===== src/rtl/sap_1_controller_sequencer.sv =====
`default_nettype none
// ============================================================================
//  Module   : sap_1_controller_sequencer
//  Purpose  : SAP-1 ring-counter sequencer (T1..T6 + HALT). Builds the 12-bit
//             control word from the ring state and the one-hot decode lines.
//             It also flags HLT and undecodable opcodes.
//  Revision : 1.0 - initial release
// ============================================================================
module sap_1_controller_sequencer #(
    parameter bit HALT_ON_ILLEGAL = 1'b0
) (
    input  logic        clk,
    input  logic        clr_n,
    input  logic        run,
    input  logic        lda,
    input  logic        add,
    input  logic        sub,
    input  logic        out,
    input  logic        hlt,
    output logic [11:0] con,
    output logic [5:0]  t_state,
    output logic        halted,
    output logic        illegal_op
);

    typedef enum logic [2:0] {
        ST_T1   = 3'd0,
        ST_T2   = 3'd1,
        ST_T3   = 3'd2,
        ST_T4   = 3'd3,
        ST_T5   = 3'd4,
        ST_T6   = 3'd5,
        ST_HALT = 3'd6
    } state_t;

    // Control word bit order: Cp Ep Lm CE Li Ei La Ea Su Eu Lb Lo
    localparam logic [11:0] CON_NONE   = 12'h000;
    localparam logic [11:0] CON_FETCH1 = 12'h600;  // Ep, Lm
    localparam logic [11:0] CON_FETCH2 = 12'h800;  // Cp
    localparam logic [11:0] CON_FETCH3 = 12'h180;  // CE, Li
    localparam logic [11:0] CON_ADDR   = 12'h240;  // Ei, Lm
    localparam logic [11:0] CON_LDA5   = 12'h120;  // CE, La
    localparam logic [11:0] CON_LDB5   = 12'h102;  // CE, Lb
    localparam logic [11:0] CON_ADD6   = 12'h024;  // La, Eu
    localparam logic [11:0] CON_SUB6   = 12'h02C;  // La, Su, Eu
    localparam logic [11:0] CON_OUT4   = 12'h011;  // Ea, Lo

    state_t      state;
    state_t      state_next;
    logic        illegal_next;
    logic [11:0] con_raw;
    logic [4:0]  dec_lines;
    logic        op_legal;

    // A legal opcode has exactly one decode line high.
    assign dec_lines = {hlt, out, sub, add, lda};
    assign op_legal  = (dec_lines != 5'd0) &&
                       ((dec_lines & (dec_lines - 5'd1)) == 5'd0);

    // Ring state register and sticky illegal-opcode flag.
    always_ff @(posedge clk or negedge clr_n) begin
        if (!clr_n) begin
            state      <= ST_T1;
            illegal_op <= 1'b0;
        end else begin
            state      <= state_next;
            illegal_op <= illegal_next;
        end
    end

    // Next state: advance only with run high; T4 decides HALT entry.
    always_comb begin
        state_next   = state;
        illegal_next = illegal_op;
        if (run) begin
            case (state)
                ST_T1:   state_next = ST_T2;
                ST_T2:   state_next = ST_T3;
                ST_T3:   state_next = ST_T4;
                ST_T4: begin
                    if (!op_legal) begin
                        illegal_next = 1'b1;
                    end
                    if ((op_legal && hlt) || (!op_legal && HALT_ON_ILLEGAL)) begin
                        state_next = ST_HALT;
                    end else begin
                        state_next = ST_T5;
                    end
                end
                ST_T5:   state_next = ST_T6;
                ST_T6:   state_next = ST_T1;
                ST_HALT: state_next = ST_HALT;
                default: state_next = ST_T1;
            endcase
        end
    end

    // Control word from state; execute steps only for a legal opcode.
    always_comb begin
        con_raw = CON_NONE;
        case (state)
            ST_T1: con_raw = CON_FETCH1;
            ST_T2: con_raw = CON_FETCH2;
            ST_T3: con_raw = CON_FETCH3;
            ST_T4: begin
                if (op_legal) begin
                    if (lda || add || sub) con_raw = CON_ADDR;
                    else if (out)          con_raw = CON_OUT4;
                end
            end
            ST_T5: begin
                if (op_legal) begin
                    if (lda)             con_raw = CON_LDA5;
                    else if (add || sub) con_raw = CON_LDB5;
                end
            end
            ST_T6: begin
                if (op_legal) begin
                    if (add)      con_raw = CON_ADD6;
                    else if (sub) con_raw = CON_SUB6;
                end
            end
            default: con_raw = CON_NONE;
        endcase
    end

    // Strobes are suppressed while frozen or held in reset.
    assign con = (clr_n && run) ? con_raw : CON_NONE;

    // One-hot ring view; all zero in HALT.
    always_comb begin
        t_state = 6'b000000;
        case (state)
            ST_T1:   t_state = 6'b000001;
            ST_T2:   t_state = 6'b000010;
            ST_T3:   t_state = 6'b000100;
            ST_T4:   t_state = 6'b001000;
            ST_T5:   t_state = 6'b010000;
            ST_T6:   t_state = 6'b100000;
            default: t_state = 6'b000000;
        endcase
    end

    assign halted = (state == ST_HALT);

endmodule
`default_nettype wire


===== config.mk =====
export PLATFORM = sky130hd
export DESIGN_NAME = sap_1_controller_sequencer
export DESIGN_NICKNAME = d
export VERILOG_FILES = /design/src/rtl/sap_1_controller_sequencer.sv
export SDC_FILE = /design/constraint.sdc
export NUM_CORES = 1
export LEC_CHECK = 0
export ABC_CLOCK_PERIOD_IN_PS = 2050
export CORE_UTILIZATION = 35
export CTS_CLUSTER_DIAMETER = 40
export CTS_CLUSTER_SIZE = 8
export DETAILED_ROUTE_END_ITERATION = 8
export PLACE_DENSITY = 0.72
export SETUP_SLACK_MARGIN = 0.4
export SYNTH_ARGS = -nofsm -noshare
export SYNTH_HDL_FRONTEND = slang
export SYNTH_SLANG_ARGS = --single-unit

===== constraint.sdc =====
create_clock -name clk -period 2.05 [get_ports clk]
set_clock_uncertainty 0.2 [all_clocks]
set_input_delay 0.205 -clock clk [delete_from_list [all_inputs] [get_ports clk]]
set_output_delay 0.205 -clock clk [all_outputs]
set_load 0.05 [all_outputs]

==> results of run 1 <==
## logic make-up after synthesis
family / after synthesis / share of synthesized area
AOI/OAI and AO/OA: 20 / 0.3333
xor gates and xnor gates: 3 / 0.04862
and+or+nand+nor: 31 / 0.3611
buffers and inverters: 9 / 0.07176
DFF: 4 / 0.1852
## metrics by stage
step	hold slack [ns]	instances
3_3_place_gp	0.2665	126
2_1_floorplan	-0.2906	67
## cells in the mapped netlist (2+ instances only)
cell type  instances
or4b_1             2
and3b_1            3
inv_1              2
o21ai_0            5
nor4b_1            2
xor2_1             2
dfrtp_1            4
nor4_1             2
a211oi_1           2
nand2b_1           2
nor2_1             6
clkbuf_1           5
o21bai_1           2
nor3_1             4
nand2_1            4
==> results.md, run 1 <==
- FF+latch count, synth: 4
- Detail Placement HPWL: 2188 µm
- I/O Pins: 28
- Ys Warns: 0
- Fail Step: detailed placement
- Synthesized area per cell: 8.067 µm²
- Stop err: [ERROR DPL-0033] detailed placement checks failed during check placement.
- Final Wtd Congestion: 0.8475
- Dominant synthesized flop cell: dfrtp_1
- Row count: 13
- Die W: 41.30 µm
- Syn Nets: 75
- Distinct cells, synth: 35
- Ys async rst share: 1.000
- EDFF count, synth: 0
- Mapped cell area: 540.5 µm²
- Starting Density: 0.3956
- I/O Buffers: 27
- Sequential area share after synthesis: 0.1852
- Top post-synthesis cells by area: dfrtp_1, a2111oi_4, and3b_1, o21ai_0, nor2_1
- Yosys top cell area share: 0.1852
- Biggest area consumer among synthesized cells: dfrtp_1
- Die Ht: 41.30 µm
- Syn Inst Count: 67
- Run status: stopped before the end
==> run 2, diff against run 1 <==
==> config.mk (replaced) <==
export PLATFORM = sky130hd
export DESIGN_NAME = sap_1_controller_sequencer
export DESIGN_NICKNAME = d
export VERILOG_FILES = /design/src/rtl/sap_1_controller_sequencer.sv
export SDC_FILE = /design/constraint.sdc
export NUM_CORES = 1
export LEC_CHECK = 0
export ABC_CLOCK_PERIOD_IN_PS = 2050
export CORE_AREA = 2 2 63 65
export DETAILED_ROUTE_END_ITERATION = 8
export DIE_AREA = 0 0 65 67
export PLACE_DENSITY_LB_ADDON = 0.15
export SYNTH_ARGS = -nofsm -noshare
export SYNTH_HDL_FRONTEND = slang
export SYNTH_SLANG_ARGS = --single-unit
==> run 2 against run 1 <==
Net effect:
- the flow now finishes, with violations (setup timing)
- synthesized area stayed put
- synthesized cell count unchanged
==> results.md, run 2 <==
- Die W: 65 µm (+57%)
- Cell Area, Placed: 1304 µm²
- Worst setup SP type: input port
- Power Total: 1409 µW
- Drt total wl: 1956 µm
- Maximum operating frequency: 0.4729 GHz
- CTS Buffer Depth: 2
- Setup-failing EPs final: 5
- Sequential area share after synthesis: 0.1852 (unchanged)
- CTS Buf Count: 3
- Critical-path cell list: buf_6, or4_4, o22a_4, buf_6, a221oi_4, buf_12
- First-pass GRT wire length: 3381 µm
- Crit Path Max Fanout: 5
- Final hold slack: 0.1451 ns
- Run status: finished, violations left
- Num Clock Sinks: 4
- Synthesized area per cell: 8.067 µm² (unchanged)
- Starting Density: 0.1499 (-0.2457)
- Ys async rst share: 1.000 (unchanged)
- Tcrit/Tclk final: 1.031
- Hold Fails Final Rpt: 0
- Clk_lat worst skew: 0.22 ns
- I/O Buffers: 27 (unchanged)
- Slowest cell on the critical path: or4_4
- Initial antenna violation count: 0
- Unrepaired setup endpoints after global routing: true
- Max Slew Vio Count: 0
- Ys Warns: 0 (unchanged)
- Distinct cells, synth: 35 (unchanged)
- Largest register FFs: 3
- Pwr dens: 985.8 nW/µm²
- Root Buffer: clkbuf_8
- Setup CP Type: in2out
- Detail Placement HPWL: 1593 µm (-27%)
- Final Wtd Congestion: 0.7236 (-15%)
- Ant diodes: 0
- Util after Layout: 0.3963
- # DRC: 0
- Most common cell on crit path: buf_6
- Most frequent cell after synthesis: nor2_1
- Routed len/inst: 11.57 µm
- Reported leakage power: 0.0005844 µW
- Crit. End Element: primary output
- Least-Margin Pin Slew: 0.4904 ns
- Full die area: 4355 µm²
- Vias per inst: 4.343
- Most frequent cells in the layout: buf_4, buf_12, nor2_1
- Relative slew slack: 0.6721
- Gr usage total: 0.09704
- Clock transition at path regs: 0.03 ns
- Row count: 22 (+9)
- Worst EP arrival: 1.71 ns
- Number of global-route vias before repair: 791
- Final instance area: 1429 µm²
- Syn-to-layout area delta: 164.4%
- Yosys top cell area share: 0.1852 (unchanged)
- Drt pass-1 iters: 4
- Hold WC Path Type: in2reg
- Crit-path max cell delay: 0.53 ns
- Largest net degree at the start of global routing: 11
- Iter 0 DRT Violations: 12
- Syn Inst Count: 67 (unchanged)
- Biggest area consumer among synthesized cells: dfrtp_1
- Top post-synthesis cells by area: dfrtp_1, a2111oi_4, and3b_1, o21ai_0, nor2_1
- Largest regs: state: 3 flops, illegal_op: 1 flops
- Biggest register: state
- CTS tree: yes
- Clock period minus worst slack: 2.114 ns
- Die Ht: 67 µm (+62%)
- EDFF count, synth: 0 (unchanged)
- Core ar.: 3606 µm²
- Commonest non-fill, non-tap cell in the layout: buf_4
- Syn Nets: 75 (unchanged)
- Pre-CTS setup slack: -0.4531 ns
- Antenna-violating nets left: 0
- Reg-to-reg slack, setup: 0.63 ns
- Synth cell count leaders: nor2_1, clkbuf_1, o21ai_0
- Final net count: 131
- Max-cap violation count: 0
- Required time of the critical path: 1.64 ns
- Worst VDD drop: 0.4694 mV
- Global route total overflow: 0
- Routed via count: 734
- Final worst slack: -0.06441 ns
- Failing checks: setup timing
- FF+latch count, synth: 4 (unchanged)
- Max H-tree Level: 1
- Dominant synthesized flop cell: dfrtp_1
- Mapped cell area: 540.5 µm² (unchanged)
- Layout cell share with drive strength beyond 1: 0.6364
- I/O Pins: 28 (unchanged)
-- run 2: cell counts after synthesis --
No cell type changed its count.
-- run 2: final timing paths --
path / depth (start not counted) / startpoint / endpoint
max: 6 / lda / con[5]
min: 4 / hlt / illegal_op
max reg2reg: 4 / state[1] / illegal_op
min reg2reg: 2 / illegal_op / illegal_op
max in group asynchronous: 3 / clr_n / state[0]
min in group asynchronous: 2 / clr_n / illegal_op
-- run 2: logic make-up after synthesis --
family / synth area share
xor+xnor: 0.04862
buf+inv: 0.07176
compound gates: 0.3333
simple gates: 0.3611
flops: 0.1852
-- run 2: timing repair --
item	4_1_cts	5_1_grt
gates cloned	0	0
resized for setup	25	8
hold buffers	1	0
endpoints found under the setup margin	9	8
pin swaps	5	6
endpoints found under the hold margin	4	0
setup buffers	4	2
-- run 2: per-stage QoR --
stage          TNS (ns)  cells
2_1_floorplan    -1.343     67
3_5_place_dp     -2.525    159
5_1_grt         -0.4288    169
6_report        -0.1890    169
4_1_cts         -0.4257    167
3_3_place_gp     -2.353    159
-- run 2: layout make-up --
type / instances / area (µm²)
Timing Repair Buffer: 58 / 694.4
Inverter: 2 / 7.507
Fill cell: 363 / 2177
Sequential cell: 4 / 101.3
Clock buffer: 3 / 41.29
Tap cell: 48 / 60.06
Multi-Input combinational cell: 54 / 524.3
-- run 2: report_power, final --
group | switching, µW | total [µW] | leakage [µW] | internal, µW
Clock | 41.9 | 167 | 0.0000216 | 125
Combinational | 571 | 1080 | 0.000518 | 513
Sequential | 43.1 | 158 | 0.0000449 | 115
Total | 656 | 1410 | 0.000584 | 753
-- run 2: critical path: cells and delay by family --
kind,cells,cell delay (ns)
buffers and inverters,3,0.39
AND/OR/NAND/NOR,1,0.53
AO/OA/AOI/OAI,2,0.58
-- run 2: per-layer routing --
layer	GRT usage	vias to the layer above	share of wire
li1	-	360	-
met1	0.1114	355	0.42
met5	0	-	0
met2	0.1727	17	0.53
met3	0.02365	2	0.046
met4	0.03723	0	0.0041
Note: power is estimated with default switching activity, not from simulation.
